`config.mk`:
```
export PLATFORM = sky130hd
export DESIGN_NAME = servo_status_rx
export DESIGN_NICKNAME = d
export VERILOG_FILES = /design/src/rtl/servo_status_rx.sv
export SDC_FILE = /design/constraint.sdc
export NUM_CORES = 1
export LEC_CHECK = 0
export CAP_MARGIN = 25
export CELL_PAD_IN_SITES_DETAIL_PLACEMENT = 1
export CELL_PAD_IN_SITES_GLOBAL_PLACEMENT = 2
export CORE_UTILIZATION = 35
export CTS_CLUSTER_SIZE = 28
export DETAILED_ROUTE_END_ITERATION = 12
export PLACE_DENSITY = 0.75
export RECOVER_POWER = 50
export SYNTH_ARGS = -nofsm -noshare
export SYNTH_HDL_FRONTEND = slang
export SYNTH_SLANG_ARGS = --single-unit
```
`constraint.sdc`:
```
create_clock -name sys_clk -period 5.65 [get_ports sys_clk]
set_input_delay 1.13 -clock sys_clk [delete_from_list [all_inputs] [get_ports sys_clk]]
set_output_delay 1.13 -clock sys_clk [all_outputs]
set_load 0.05 [all_outputs]
```
`src/rtl/servo_status_rx.sv`:
```
// servo_status_rx: decodes servo status packets (FF FF ID LEN ERR P0..Pn-1 CHK) from a UART byte stream.
// Ports:
//   sys_clk, sys_rst         clock and asynchronous active-high reset
//   rx_data, rx_valid        received byte and its one-cycle strobe
//   rsp_valid                one-cycle pulse when a good packet has been decoded
//   rsp_id, rsp_err          ID and error byte of the last good packet
//   rsp_param, rsp_nparam    parameters (first byte in [7:0], unused bytes zero) and their count
//   chk_fail, len_fail       one-cycle pulses for checksum mismatch / LEN out of range
//   timeout                  one-cycle pulse when a packet is abandoned on an inter-byte gap
//   busy                     high whenever a packet is in progress
module servo_status_rx #(
    parameter int MAX_PARAM   = 4,
    parameter int TIMEOUT_CYC = 50000
) (
    input  logic                   sys_clk,
    input  logic                   sys_rst,
    input  logic [7:0]             rx_data,
    input  logic                   rx_valid,
    output logic                   rsp_valid,
    output logic [7:0]             rsp_id,
    output logic [7:0]             rsp_err,
    output logic [8*MAX_PARAM-1:0] rsp_param,
    output logic [2:0]             rsp_nparam,
    output logic                   chk_fail,
    output logic                   len_fail,
    output logic                   timeout,
    output logic                   busy
);
    localparam int GW = $clog2(TIMEOUT_CYC + 1);
    localparam logic [7:0] LEN_MAX = 8'(MAX_PARAM + 2);
    localparam logic [GW-1:0] GAP_LAST = GW'(TIMEOUT_CYC - 1);

    typedef enum logic [2:0] {IDLE, HDR2, GET_ID, GET_LEN, GET_ERR, GET_PARAM, GET_CHK} state_t;

    state_t                 state_q, state_d;
    logic [7:0]             sum_q, sum_d;
    logic [GW-1:0]          gap_q, gap_d;
    logic [7:0]             id_q, id_d, err_q, err_d;
    logic [2:0]             n_q, n_d, k_q, k_d;
    logic [8*MAX_PARAM-1:0] pbuf_q, pbuf_d, masked;
    logic                   rsp_valid_q, rsp_valid_d, chk_fail_q, chk_fail_d;
    logic                   len_fail_q, len_fail_d, timeout_q, timeout_d;
    logic [7:0]             rsp_id_q, rsp_id_d, rsp_err_q, rsp_err_d;
    logic [8*MAX_PARAM-1:0] rsp_param_q, rsp_param_d;
    logic [2:0]             rsp_nparam_q, rsp_nparam_d;
    logic                   expire;

    // A byte on the expiry cycle wins over the timeout.
    assign expire = (state_q != IDLE) && !rx_valid && (gap_q == GAP_LAST);

    always_comb begin
        masked = '0;
        for (int i = 0; i < MAX_PARAM; i++)
            masked[i*8 +: 8] = (i < int'(n_q)) ? pbuf_q[i*8 +: 8] : 8'h00;
    end

    always_comb begin
        state_d      = state_q;
        sum_d        = sum_q;
        gap_d        = (state_q == IDLE || rx_valid) ? '0 : gap_q + 1'b1;
        id_d         = id_q;
        err_d        = err_q;
        n_d          = n_q;
        k_d          = k_q;
        pbuf_d       = pbuf_q;
        rsp_valid_d  = 1'b0;
        chk_fail_d   = 1'b0;
        len_fail_d   = 1'b0;
        timeout_d    = 1'b0;
        rsp_id_d     = rsp_id_q;
        rsp_err_d    = rsp_err_q;
        rsp_param_d  = rsp_param_q;
        rsp_nparam_d = rsp_nparam_q;
        if (expire) begin
            state_d   = IDLE;
            gap_d     = '0;
            timeout_d = 1'b1;
        end else if (rx_valid) begin
            case (state_q)
                IDLE:   state_d = (rx_data == 8'hFF) ? HDR2 : IDLE;
                HDR2:   state_d = (rx_data == 8'hFF) ? GET_ID : IDLE;
                GET_ID: if (rx_data != 8'hFF) begin
                    id_d    = rx_data;
                    sum_d   = rx_data;
                    state_d = GET_LEN;
                end
                GET_LEN: if (rx_data >= 8'd2 && rx_data <= LEN_MAX) begin
                    sum_d   = sum_q + rx_data;
                    n_d     = 3'(rx_data - 8'd2);
                    state_d = GET_ERR;
                end else begin
                    len_fail_d = 1'b1;
                    state_d    = IDLE;
                end
                GET_ERR: begin
                    err_d   = rx_data;
                    sum_d   = sum_q + rx_data;
                    k_d     = '0;
                    state_d = (n_q == 3'd0) ? GET_CHK : GET_PARAM;
                end
                GET_PARAM: begin
                    pbuf_d[{k_q, 3'b000} +: 8] = rx_data;
                    sum_d   = sum_q + rx_data;
                    k_d     = k_q + 3'd1;
                    state_d = (k_q == n_q - 3'd1) ? GET_CHK : GET_PARAM;
                end
                GET_CHK: begin
                    if (rx_data == ~sum_q) begin
                        rsp_valid_d  = 1'b1;
                        rsp_id_d     = id_q;
                        rsp_err_d    = err_q;
                        rsp_param_d  = masked;
                        rsp_nparam_d = n_q;
                    end else begin
                        chk_fail_d = 1'b1;
                    end
                    state_d = IDLE;
                end
                default: state_d = IDLE;
            endcase
        end
    end

    always_ff @(posedge sys_clk or posedge sys_rst) begin
        if (sys_rst) begin
            state_q      <= IDLE;
            sum_q        <= '0;
            gap_q        <= '0;
            id_q         <= '0;
            err_q        <= '0;
            n_q          <= '0;
            k_q          <= '0;
            pbuf_q       <= '0;
            rsp_valid_q  <= 1'b0;
            chk_fail_q   <= 1'b0;
            len_fail_q   <= 1'b0;
            timeout_q    <= 1'b0;
            rsp_id_q     <= '0;
            rsp_err_q    <= '0;
            rsp_param_q  <= '0;
            rsp_nparam_q <= '0;
        end else begin
            state_q      <= state_d;
            sum_q        <= sum_d;
            gap_q        <= gap_d;
            id_q         <= id_d;
            err_q        <= err_d;
            n_q          <= n_d;
            k_q          <= k_d;
            pbuf_q       <= pbuf_d;
            rsp_valid_q  <= rsp_valid_d;
            chk_fail_q   <= chk_fail_d;
            len_fail_q   <= len_fail_d;
            timeout_q    <= timeout_d;
            rsp_id_q     <= rsp_id_d;
            rsp_err_q    <= rsp_err_d;
            rsp_param_q  <= rsp_param_d;
            rsp_nparam_q <= rsp_nparam_d;
        end
    end

    assign rsp_valid  = rsp_valid_q;
    assign chk_fail   = chk_fail_q;
    assign len_fail   = len_fail_q;
    assign timeout    = timeout_q;
    assign rsp_id     = rsp_id_q;
    assign rsp_err    = rsp_err_q;
    assign rsp_param  = rsp_param_q;
    assign rsp_nparam = rsp_nparam_q;
    assign busy       = (state_q != IDLE);
endmodule

```
== After elaboration in Yosys (flattened, before gate mapping) ==
Index checks and enable logic that the tools add are counted.

* Bits of input ports: 11
* Word-level logic and storage cells: 99
* Flip-flop bits (word level): 136

* Reductions and logical operators: 20
* Shifts and indexed selects: 2
* Equality and inequality tests: 14
* $lt $le $gt $ge: 6
* Mux-type cells: 33
* Add/subtract/negate cells: 6
* Bitwise logic cells: 2

{| class="wikitable"
|+ Operators with widths
! cell !! count
|-
| 2-to-1 mux 8 bit || 6
|-
| bitwise mux 32 bit || 1
|-
| 2-to-1 mux 16 bit || 2
|-
| variable shift 8 x 8 -> 32 bit, first input constant || 1
|-
| variable part select 8 x 8 -> 32 bit || 1
|-
| one-hot mux 8 bit (3 select lines) || 1
|-
| one-hot mux 3 bit (6 select lines) || 1
|-
| adder 16 x 1 -> 16 bit, second input constant || 1
|-
| == test 16 bit, second input constant || 1
|-
| 2-to-1 mux 1 bit || 14
|-
| 2-to-1 mux 3 bit || 4
|-
| AND reduction 4 bit || 3
|-
| == test 3 bit, second input constant || 3
|-
| AND reduction 3 bit || 3
|-
| adder 8 bit || 1
|-
| == test 8 bit || 1
|-
| == test 8 bit, second input constant || 1
|-
| greater-or-equal comparator 8 x 2 -> 1 bit, second input constant || 1
|-
| less-or-equal comparator 8 x 3 -> 1 bit, second input constant || 1
|-
| != test 8 bit, second input constant || 1
|-
| negator 6 -> 8 bit || 1
|-
| inverter 8 bit || 1
|-
| == test 3 x 2 -> 1 bit, second input constant || 2
|-
| logical NOT 3 bit || 2
|-
| other kinds (20) || 29
|}

== Longest topological paths before layout ==
Gate-level depths: netlist of the first run.

* Depth in word-level cells: 6
* Gate-level depth with buffers: 9

== Worst setup path after synthesis of the first run ==
Ideal clock, no wire load.

* Path type: input to register
* Start point: input rx_data[5]
* End point: register sum_q[7]
* Data required time: 5.551 ns
* Cell stages on the path: 7
* Path buffers: 2
* Slack: 2.922 ns
* Data arrival time: 2.629 ns
* Cell sequence: buf_4 > nand4_4 > o211ai_4 > or3b_1 > buf_6 > a41o_1 > a311oi_1

* Word-level cells in the longest chain between the ends: 4
* Elaborated cells between the ends (all ways): 10
* Classes of those cells: add/sub: 1; order compare: 2; eq/ne: 3; mux: 2; reduce/logical: 2

{| class="wikitable"
|+ RTL lines
! what !! line !! RTL
|-
| start: declaration || 17 || <nowiki>input logic [7:0] rx_data,</nowiki>
|-
| greater-or-equal comparator 8 x 2 -> 1 bit / less-or-equal comparator 8 x 3 -> 1 bit (equally long branches) || 87 || <nowiki>GET_LEN: if (rx_data >= 8'd2 && rx_data <= LEN_MAX) begin</nowiki>
|-
| logical AND 1 bit || 87 ||
|-
| != test 2 bit (no source line) || - ||
|-
| AND reduction 5 bit (no source line) || - ||
|-
| end signal: assignment || 144 || <nowiki>sum_q <= sum_d;</nowiki>
|-
| end: declaration || 36 || <nowiki>logic [7:0] sum_q, sum_d;</nowiki>
|}

Several ways; a longest one is shown, not always the timed one. The select of a mux whose other input is x is not followed.
A chain may end at the register's enable or synchronous reset.

==> run_summary.xml, run 1 <==
<?xml version="1.0" encoding="UTF-8"?>
<metrics>
  <group name="routing">
    <metric name="wirelength" unit="microns">15700</metric>
    <metric name="via_per_inst" unit="">4.97</metric>
    <metric name="detail_route.wl_per_cell" unit="microns">16.4</metric>
    <metric name="antenna_violating_nets_post_route" unit="">0</metric>
    <metric name="detailedRoute.firstIterationViolations" unit="">211</metric>
    <metric name="via_count" unit="">4740</metric>
    <metric name="dr.pass1.iters" unit="">4</metric>
    <metric name="drcViolationCount" unit="">0</metric>
  </group>
  <group name="clock_tree">
    <metric name="tritoncts" unit="">yes</metric>
    <metric name="cts_resized" unit="">0</metric>
    <metric name="root_buffer" unit="">sky130_fd_sc_hd__clkbuf_16</metric>
    <metric name="clock_sink_count" unit="">136</metric>
    <metric name="post_cts_buffers" unit="">0</metric>
    <metric name="cts_inserted_buffers" unit="">17</metric>
    <metric name="cts.reportedPaths.clkPinSlew" unit="ns">0.06</metric>
    <metric name="post_cts_hold_buffer_count" unit="">0</metric>
    <metric name="max-clock-path-buffers" unit="">2</metric>
    <metric name="cts_max_level" unit="">4</metric>
    <metric name="worst_skew_pair.late_latency" unit="ns">0.42</metric>
  </group>
  <group name="run_status">
    <metric name="status" unit="">complete, but fails checks</metric>
    <metric name="failed_checks" unit="">capacitance limit, slew limit</metric>
  </group>
  <group name="die">
    <metric name="std_cell_rows" unit="">48</metric>
    <metric name="initial_core_utilization" unit="%">35.8</metric>
    <metric name="fp.dieW" unit="microns">135</metric>
    <metric name="core-area" unit="sq mm">0.0173</metric>
    <metric name="floorplan.die_area" unit="sq mm">0.0182</metric>
    <metric name="die-height" unit="microns">135</metric>
    <metric name="num_io_pins" unit="">67</metric>
  </group>
  <group name="global_routing">
    <metric name="sum_of_overflow_across_all_layers_after_global_routing" unit="">0</metric>
    <metric name="grt_start_max_net_pins" unit="">55</metric>
    <metric name="antenna_found_initial" unit="">0</metric>
    <metric name="globalRouteTotalUtil" unit="%">18.6</metric>
    <metric name="first_global_vias" unit="">5073</metric>
    <metric name="grt_first_pass_wirelength" unit="microns">25800</metric>
  </group>
  <group name="setup_path">
    <metric name="timing_worst_setup_path_type" unit="">primary input to async pin</metric>
    <metric name="worst_setup_path_end_kind" unit="">async pin</metric>
    <metric name="worst-endpoint-required" unit="ns">5.86</metric>
    <metric name="timing.critical_path.slowest_cell_delay" unit="ns">1.27</metric>
    <metric name="critical_path_cell_list" unit="">dlygate4sd3_1 -&gt; clkinvlp_2 -&gt; buf_16 -&gt; clkbuf_1</metric>
    <metric name="kind_of_start_point_of_the_critical_path" unit="">primary input</metric>
    <metric name="crit_fanout" unit="">52</metric>
    <metric name="crit_slowest_cell" unit="">sky130_fd_sc_hd__clkbuf_1</metric>
    <metric name="worst_ep_arrival_time" unit="ns">4.31</metric>
  </group>
  <group name="synth">
    <metric name="synth.net_count" unit="">686</metric>
    <metric name="synth.lib_cells_used.distinct" unit="">53</metric>
    <metric name="netlist_instances" unit="">656</metric>
    <metric name="syn_area_per_cell" unit="sq um">9.44</metric>
    <metric name="synth_sequential_area_ratio" unit="%">55.0</metric>
    <metric name="synth_edf_count" unit="">0</metric>
    <metric name="ys_ff_latch" unit="">136</metric>
    <metric name="share_of_async_settable_or_async_resettable_flops_after_synthesis" unit="%">100</metric>
    <metric name="synth_flop_cell" unit="">sky130_fd_sc_hd__dfrtp_1</metric>
    <metric name="synth-warning-count" unit="">0</metric>
    <metric name="netlist_area" unit="sq mm">0.00619</metric>
  </group>
  <group name="final_layout">
    <metric name="area.growth.synth_to_final" unit="%">24.3</metric>
    <metric name="layout.cells.most_common_list" unit="">sky130_fd_sc_hd__nand2_1 (194), sky130_fd_sc_hd__dfrtp_1 (136), sky130_fd_sc_hd__clkdlybuf4s50_1 (58)</metric>
    <metric name="drive_gt1_share" unit="%">7.96</metric>
    <metric name="sequential_cell_area" unit="sq mm">0.00340</metric>
    <metric name="multiInputGateArea" unit="sq mm">0.00255</metric>
    <metric name="finish.instance_area" unit="sq mm">0.00770</metric>
    <metric name="final_nets" unit="">746</metric>
    <metric name="final_common_cell" unit="">sky130_fd_sc_hd__nand2_1</metric>
    <metric name="post_layout_nonfiller_instances" unit="">954</metric>
    <metric name="final.fill_count" unit="">1967</metric>
    <metric name="diodes" unit="">0</metric>
  </group>
  <group name="sta">
    <metric name="slew_headroom" unit="%">-13.5</metric>
    <metric name="min_period" unit="ns">4.10</metric>
    <metric name="fin_skew" unit="ns">0.00736</metric>
    <metric name="totalNegativeSetupSlack" unit="ns">0</metric>
    <metric name="worst_case_hold_slack" unit="ns">0.460</metric>
    <metric name="setup-violations-final" unit="">0</metric>
    <metric name="fin_crit_sh" unit="%">72.5</metric>
    <metric name="rsz0062_at_grt" unit="">no</metric>
    <metric name="report.final.slew_viol_count" unit="">66</metric>
    <metric name="hold_viol_final" unit="">0</metric>
    <metric name="fmax" unit="MHz">244</metric>
    <metric name="timing_worst_slew_pin_value" unit="ns">1.70</metric>
  </group>
  <group name="pwr">
    <metric name="leakage_power" unit="nW">3.62</metric>
    <metric name="cellPowerDensity" unit="mW/mm^2">296</metric>
    <metric name="peak_supply_drop" unit="V">0.000197</metric>
  </group>
  <group name="placed_design">
    <metric name="place_area" unit="sq mm">0.00705</metric>
    <metric name="placed_cells" unit="">921</metric>
    <metric name="globalplace.congestion" unit="">0.761</metric>
    <metric name="port_buffers" unit="">66</metric>
    <metric name="dpl_hpwl" unit="microns">10400</metric>
  </group>
  <group name="flow_run">
    <metric name="cap_violations" unit="">2</metric>
  </group>
  <group name="worst_hold_path">
    <metric name="min-delay-path-class" unit="">register to register</metric>
  </group>
</metrics>
-- path summary, 6_finish.rpt --
path	endpoint	cells after the start	startpoint	slack, ns
setup reg to reg	pbuf_q[5]$_DFFE_PP0P_	7	k_q[0]$_DFFE_PP0P_	2.76
min in group asynchronous	gap_q[10]$_DFF_PP0_	2	sys_rst	1.56
hold / removal	rsp_param[30]$_DFFE_PP0P_	2	rsp_param[30]$_DFFE_PP0P_	0.46
max in group sys_clk	sum_q[7]$_DFFE_PP0P_	6	rx_data[1]	1.67
hold reg to reg	rsp_param[30]$_DFFE_PP0P_	2	rsp_param[30]$_DFFE_PP0P_	0.46
setup / recovery	gap_q[3]$_DFF_PP0_	4	sys_rst	1.55
-- registers in the layout (all words and copies together), names as in the netlist --
name,flops
pbuf_q,32
rsp_param,32
gap_q,16
err_q,8
id_q,8
rsp_err,8
rsp_id,8
sum_q,8
k_q,3
n_q,3
rsp_nparam,3
state_q,3
chk_fail,1
len_fail,1
rsp_valid,1
timeout,1
-- routing by layer --
layer  vias up  global-route usage (%)  part of all wire [%]
li1       2296                       -                     -
met1      2376                    23.2                    46
met2        56                    31.9                    50
met3        12                    3.79                   2.3
met4         0                    6.62                   1.0
met5         -                       0                     0
-- logic make-up after synthesis --
family                     share of synthesized area (%)
and+or+nand+nor                                     23.5
buffers and inverters                               3.64
adders and majority gates                           3.96
muxes                                               3.21
AOI/OAI and AO/OA                                   7.74
DFF                                                 55.0
xor gates and xnor gates                            2.97
-- where the power goes --
part           internal (W)  switching, W
Clock              0.000805      0.000431
Combinational     0.0000181     0.0000476
Sequential         0.000976   0.000000966
Total               0.00180      0.000480
-- per-stage QoR --
step / setup slack, ns / power (W) / util (%)
finish: 1.55 / 0.00228 / 44.5
global route: 0.945 / 0.00235 / 44.5
CTS: 1.78 / 0.00231 / 44.6
detailed placement: 1.37 / 0.00106 / 40.8
global placement: 1.40 / 0.00106 / 40.6
floorplan: 0.881 / 0.00103 / -
-- final cells by class --
class / instances / area share [%]
clock inverter: 12 / 2.55
sequential: 136 / 44.2
tap: 225 / 3.66
inverter: 16 / 0.796
clock buffer: 20 / 5.93
multi-input combinational: 471 / 33.2
timing repair buffer: 74 / 9.69
-- cells in the mapped netlist (2+ instances only) --
library cell                 n  area [sq um]
sky130_fd_sc_hd__mux2_2     15           169
sky130_fd_sc_hd__nand3_1    55           275
sky130_fd_sc_hd__a31oi_1     2          12.5
sky130_fd_sc_hd__buf_4       7          52.6
sky130_fd_sc_hd__nor4b_1     2          17.5
sky130_fd_sc_hd__o21ai_0    14          70.1
sky130_fd_sc_hd__or3_1       2          12.5
sky130_fd_sc_hd__o21ai_1    38           190
sky130_fd_sc_hd__ha_1       18           225
sky130_fd_sc_hd__and3_1      5          31.3
sky130_fd_sc_hd__clkbuf_1   19          71.3
sky130_fd_sc_hd__nand4_1     2          12.5
sky130_fd_sc_hd__nor2b_1     8          50.1
sky130_fd_sc_hd__dfrtp_1   136          3400
sky130_fd_sc_hd__nor2_1     39           146
sky130_fd_sc_hd__xor2_1     13           114
sky130_fd_sc_hd__xnor2_1     8          70.1
sky130_fd_sc_hd__a21oi_1    11          55.1
sky130_fd_sc_hd__nor3_1      4          20.0
sky130_fd_sc_hd__and4_1      2          17.5
sky130_fd_sc_hd__mux2i_1     3          30.0
sky130_fd_sc_hd__nand2b_1    8          50.1
sky130_fd_sc_hd__buf_2       6          30.0
sky130_fd_sc_hd__a211oi_1    2          15.0
sky130_fd_sc_hd__nand2_1   194           728
sky130_fd_sc_hd__inv_1      16          60.1
-- critical path, delay by kind of cell --
family	cells	cell delay [ns]
buf+inv	4	3.10
Note: power is estimated with default switching activity, not from simulation.
==> inputs of run 2 (changes only) <==
- clock period: 5.65 -> 4.2 ns (I/O delays scaled with it)
==> run_summary.xml, run 2 (synthesis results as in run 1) <==
<?xml version="1.0" encoding="UTF-8"?>
<metrics>
  <group name="placed_design">
    <metric name="globalplace.congestion" unit="">0.769</metric>
    <metric name="place_area" unit="sq mm">0.00712</metric>
    <metric name="dpl_hpwl" unit="microns">10700</metric>
    <metric name="placed_cells" unit="">928</metric>
    <metric name="port_buffers" unit="">66</metric>
  </group>
  <group name="pwr">
    <metric name="cellPowerDensity" unit="mW/mm^2">379</metric>
    <metric name="peak_supply_drop" unit="V">0.000270</metric>
    <metric name="leakage_power" unit="nW">3.64</metric>
  </group>
  <group name="die">
    <metric name="floorplan.die_area" unit="sq mm">0.0182</metric>
    <metric name="fp.dieW" unit="microns">135</metric>
    <metric name="initial_core_utilization" unit="%">35.8</metric>
    <metric name="std_cell_rows" unit="">48</metric>
    <metric name="num_io_pins" unit="">67</metric>
    <metric name="die-height" unit="microns">135</metric>
    <metric name="core-area" unit="sq mm">0.0173</metric>
  </group>
  <group name="global_routing">
    <metric name="globalRouteTotalUtil" unit="%">18.7</metric>
    <metric name="grt_start_max_net_pins" unit="">47</metric>
    <metric name="grt-busiest-layer" unit="">met2</metric>
    <metric name="grt.met3_usage" unit="%">4.09</metric>
    <metric name="use_met2" unit="%">30.7</metric>
    <metric name="antenna_found_initial" unit="">0</metric>
    <metric name="gr-usage-met1" unit="%">24.6</metric>
    <metric name="grt_first_pass_wirelength" unit="microns">26100</metric>
    <metric name="first_global_vias" unit="">4991</metric>
    <metric name="sum_of_overflow_across_all_layers_after_global_routing" unit="">0</metric>
  </group>
  <group name="setup_path">
    <metric name="worst_r2r_path_depth" unit="">7</metric>
    <metric name="worst_setup_path_end_kind" unit="">register</metric>
    <metric name="crit_slowest_cell" unit="">sky130_fd_sc_hd__dlygate4sd3_1</metric>
    <metric name="worst-r2r-setup-slack" unit="ns">1.44</metric>
    <metric name="worst_ep_arrival_time" unit="ns">3.90</metric>
    <metric name="crit_fanout" unit="">12</metric>
    <metric name="critical_path_cell_list" unit="">dlygate4sd3_1 -&gt; nand4_2 -&gt; o211ai_1 -&gt; or3b_1 -&gt; a41o_1 -&gt; a311oi_1</metric>
    <metric name="timing.critical_path.slowest_cell_delay" unit="ns">0.98</metric>
    <metric name="destination_of_the_critical_timing_path" unit="">sum_q[7]$_DFFE_PP0P_</metric>
    <metric name="worst-endpoint-required" unit="ns">4.52</metric>
    <metric name="timing_worst_setup_path_type" unit="">primary input to register</metric>
    <metric name="r2r-end" unit="">pbuf_q[1]$_DFFE_PP0P_</metric>
    <metric name="crit-reg2reg-launch" unit="">k_q[0]$_DFFE_PP0P_</metric>
    <metric name="critPathLaunch" unit="">rx_data[1]</metric>
    <metric name="kind_of_start_point_of_the_critical_path" unit="">primary input</metric>
  </group>
  <group name="routing">
    <metric name="detailedRoute.firstIterationViolations" unit="">240</metric>
    <metric name="wirelength" unit="microns">15400</metric>
    <metric name="via_per_inst" unit="">4.88</metric>
    <metric name="detail_route.wl_per_cell" unit="microns">16.1</metric>
    <metric name="antenna_violating_nets_post_route" unit="">0</metric>
    <metric name="dr.pass1.iters" unit="">4</metric>
    <metric name="via_count" unit="">4681</metric>
    <metric name="drcViolationCount" unit="">0</metric>
  </group>
  <group name="sta">
    <metric name="worst_case_hold_slack" unit="ns">0.458</metric>
    <metric name="report.final.slew_viol_count" unit="">0</metric>
    <metric name="rsz0062_at_grt" unit="">no</metric>
    <metric name="fin_skew" unit="ns">0.00846</metric>
    <metric name="fmax" unit="MHz">279</metric>
    <metric name="min_period" unit="ns">3.58</metric>
    <metric name="fin_crit_sh" unit="%">85.3</metric>
    <metric name="totalNegativeSetupSlack" unit="ns">0</metric>
    <metric name="setup-violations-final" unit="">0</metric>
    <metric name="hold_viol_final" unit="">0</metric>
    <metric name="timing_worst_slew_pin_value" unit="ns">0.997</metric>
    <metric name="slew_headroom" unit="%">33.3</metric>
  </group>
  <group name="final_layout">
    <metric name="layout.cells.most_common_list" unit="">sky130_fd_sc_hd__nand2_1 (194), sky130_fd_sc_hd__dfrtp_1 (136), sky130_fd_sc_hd__clkdlybuf4s50_1 (56)</metric>
    <metric name="finish.instance_area" unit="sq mm">0.00772</metric>
    <metric name="final_nets" unit="">752</metric>
    <metric name="drive_gt1_share" unit="%">9.12</metric>
    <metric name="final_common_cell" unit="">sky130_fd_sc_hd__nand2_1</metric>
    <metric name="area.growth.synth_to_final" unit="%">24.7</metric>
    <metric name="diodes" unit="">0</metric>
    <metric name="post_layout_nonfiller_instances" unit="">960</metric>
  </group>
  <group name="clock_tree">
    <metric name="cts_resized" unit="">0</metric>
    <metric name="max-clock-path-buffers" unit="">2</metric>
    <metric name="post_cts_hold_buffer_count" unit="">0</metric>
    <metric name="cts.reportedPaths.clkPinSlew" unit="ns">0.06</metric>
    <metric name="cts_max_level" unit="">4</metric>
    <metric name="root_buffer" unit="">sky130_fd_sc_hd__clkbuf_16</metric>
    <metric name="worst_skew_pair.late_latency" unit="ns">0.42</metric>
    <metric name="cts_inserted_buffers" unit="">17</metric>
    <metric name="post_cts_buffers" unit="">0</metric>
    <metric name="clock_sink_count" unit="">136</metric>
    <metric name="tritoncts" unit="">yes</metric>
  </group>
  <group name="run_status">
    <metric name="status" unit="">completed</metric>
  </group>
  <group name="worst_hold_path">
    <metric name="min-delay-path-class" unit="">register to register</metric>
  </group>
  <group name="flow_run">
    <metric name="cap_violations" unit="">0</metric>
  </group>
</metrics>
[run 2: layer usage]
metal | vias up | part of all wire (%)
met5 | - | 0
met4 | 0 | 1.1
met3 | 14 | 3.2
met2 | 72 | 49
met1 | 2289 | 47
li1 | 2306 | -
[run 2: cell type report]
type                       instances  area (sq um)
fill                            1960          9580
sequential                       136          3400
multi-input combinational        471          2560
timing repair buffer              80           803
clock buffer                      23           498
tap                              225           282
clock inverter                     9           113
inverter                          16          61.3
[run 2: worst max-delay path: cells and delay by family]
family / cells / cell delay, ns
AOI/OAI and AO/OA: 3 / 1.35
buffers and inverters: 1 / 0.98
and+or+nand+nor: 2 / 0.73
[run 2: report_power, final]
group / internal [W] / total (W) / switching [W]
clock: 0.000955 / 0.00152 / 0.000565
sequential: 0.00131 / 0.00131 / 0.00000132
combinational: 0.0000289 / 0.0000942 / 0.0000652
total: 0.00230 / 0.00293 / 0.000632
[run 2: worst min path at each step]
stage | startpoint | end | slack [ns] | cells after the start
after floorplan | gap_q[0]$_DFF_PP0_ | gap_q[0]$_DFF_PP0_ | 0.42 | 1
after global placement | gap_q[0]$_DFF_PP0_ | gap_q[0]$_DFF_PP0_ | 0.45 | 1
after detailed placement | rsp_param[7]$_DFFE_PP0P_ | rsp_param[7]$_DFFE_PP0P_ | 0.45 | 2
after CTS | gap_q[0]$_DFF_PP0_ | gap_q[0]$_DFF_PP0_ | 0.47 | 1
after global routing | rsp_param[26]$_DFFE_PP0P_ | rsp_param[26]$_DFFE_PP0P_ | 0.48 | 2
final | rsp_param[25]$_DFFE_PP0P_ | rsp_param[25]$_DFFE_PP0P_ | 0.46 | 2
[run 2: metrics by stage]
stage	power [W]	utilization (%)	setup slack, ns
after floorplan	0.00139	-	1.67
after global placement	0.00143	41.1	0.624
after detailed placement	0.00144	41.2	0.541
after CTS	0.00298	44.7	0.958
after global routing	0.00304	44.6	0.375
final	0.00293	44.6	0.619
==> inputs of run 3 (changes only) <==
- GPL_ROUTABILITY_DRIVEN: not set -> 0
==> results of run 3 <==
Same layout as run 2: the final DEF is identical, and so are final timing and power.
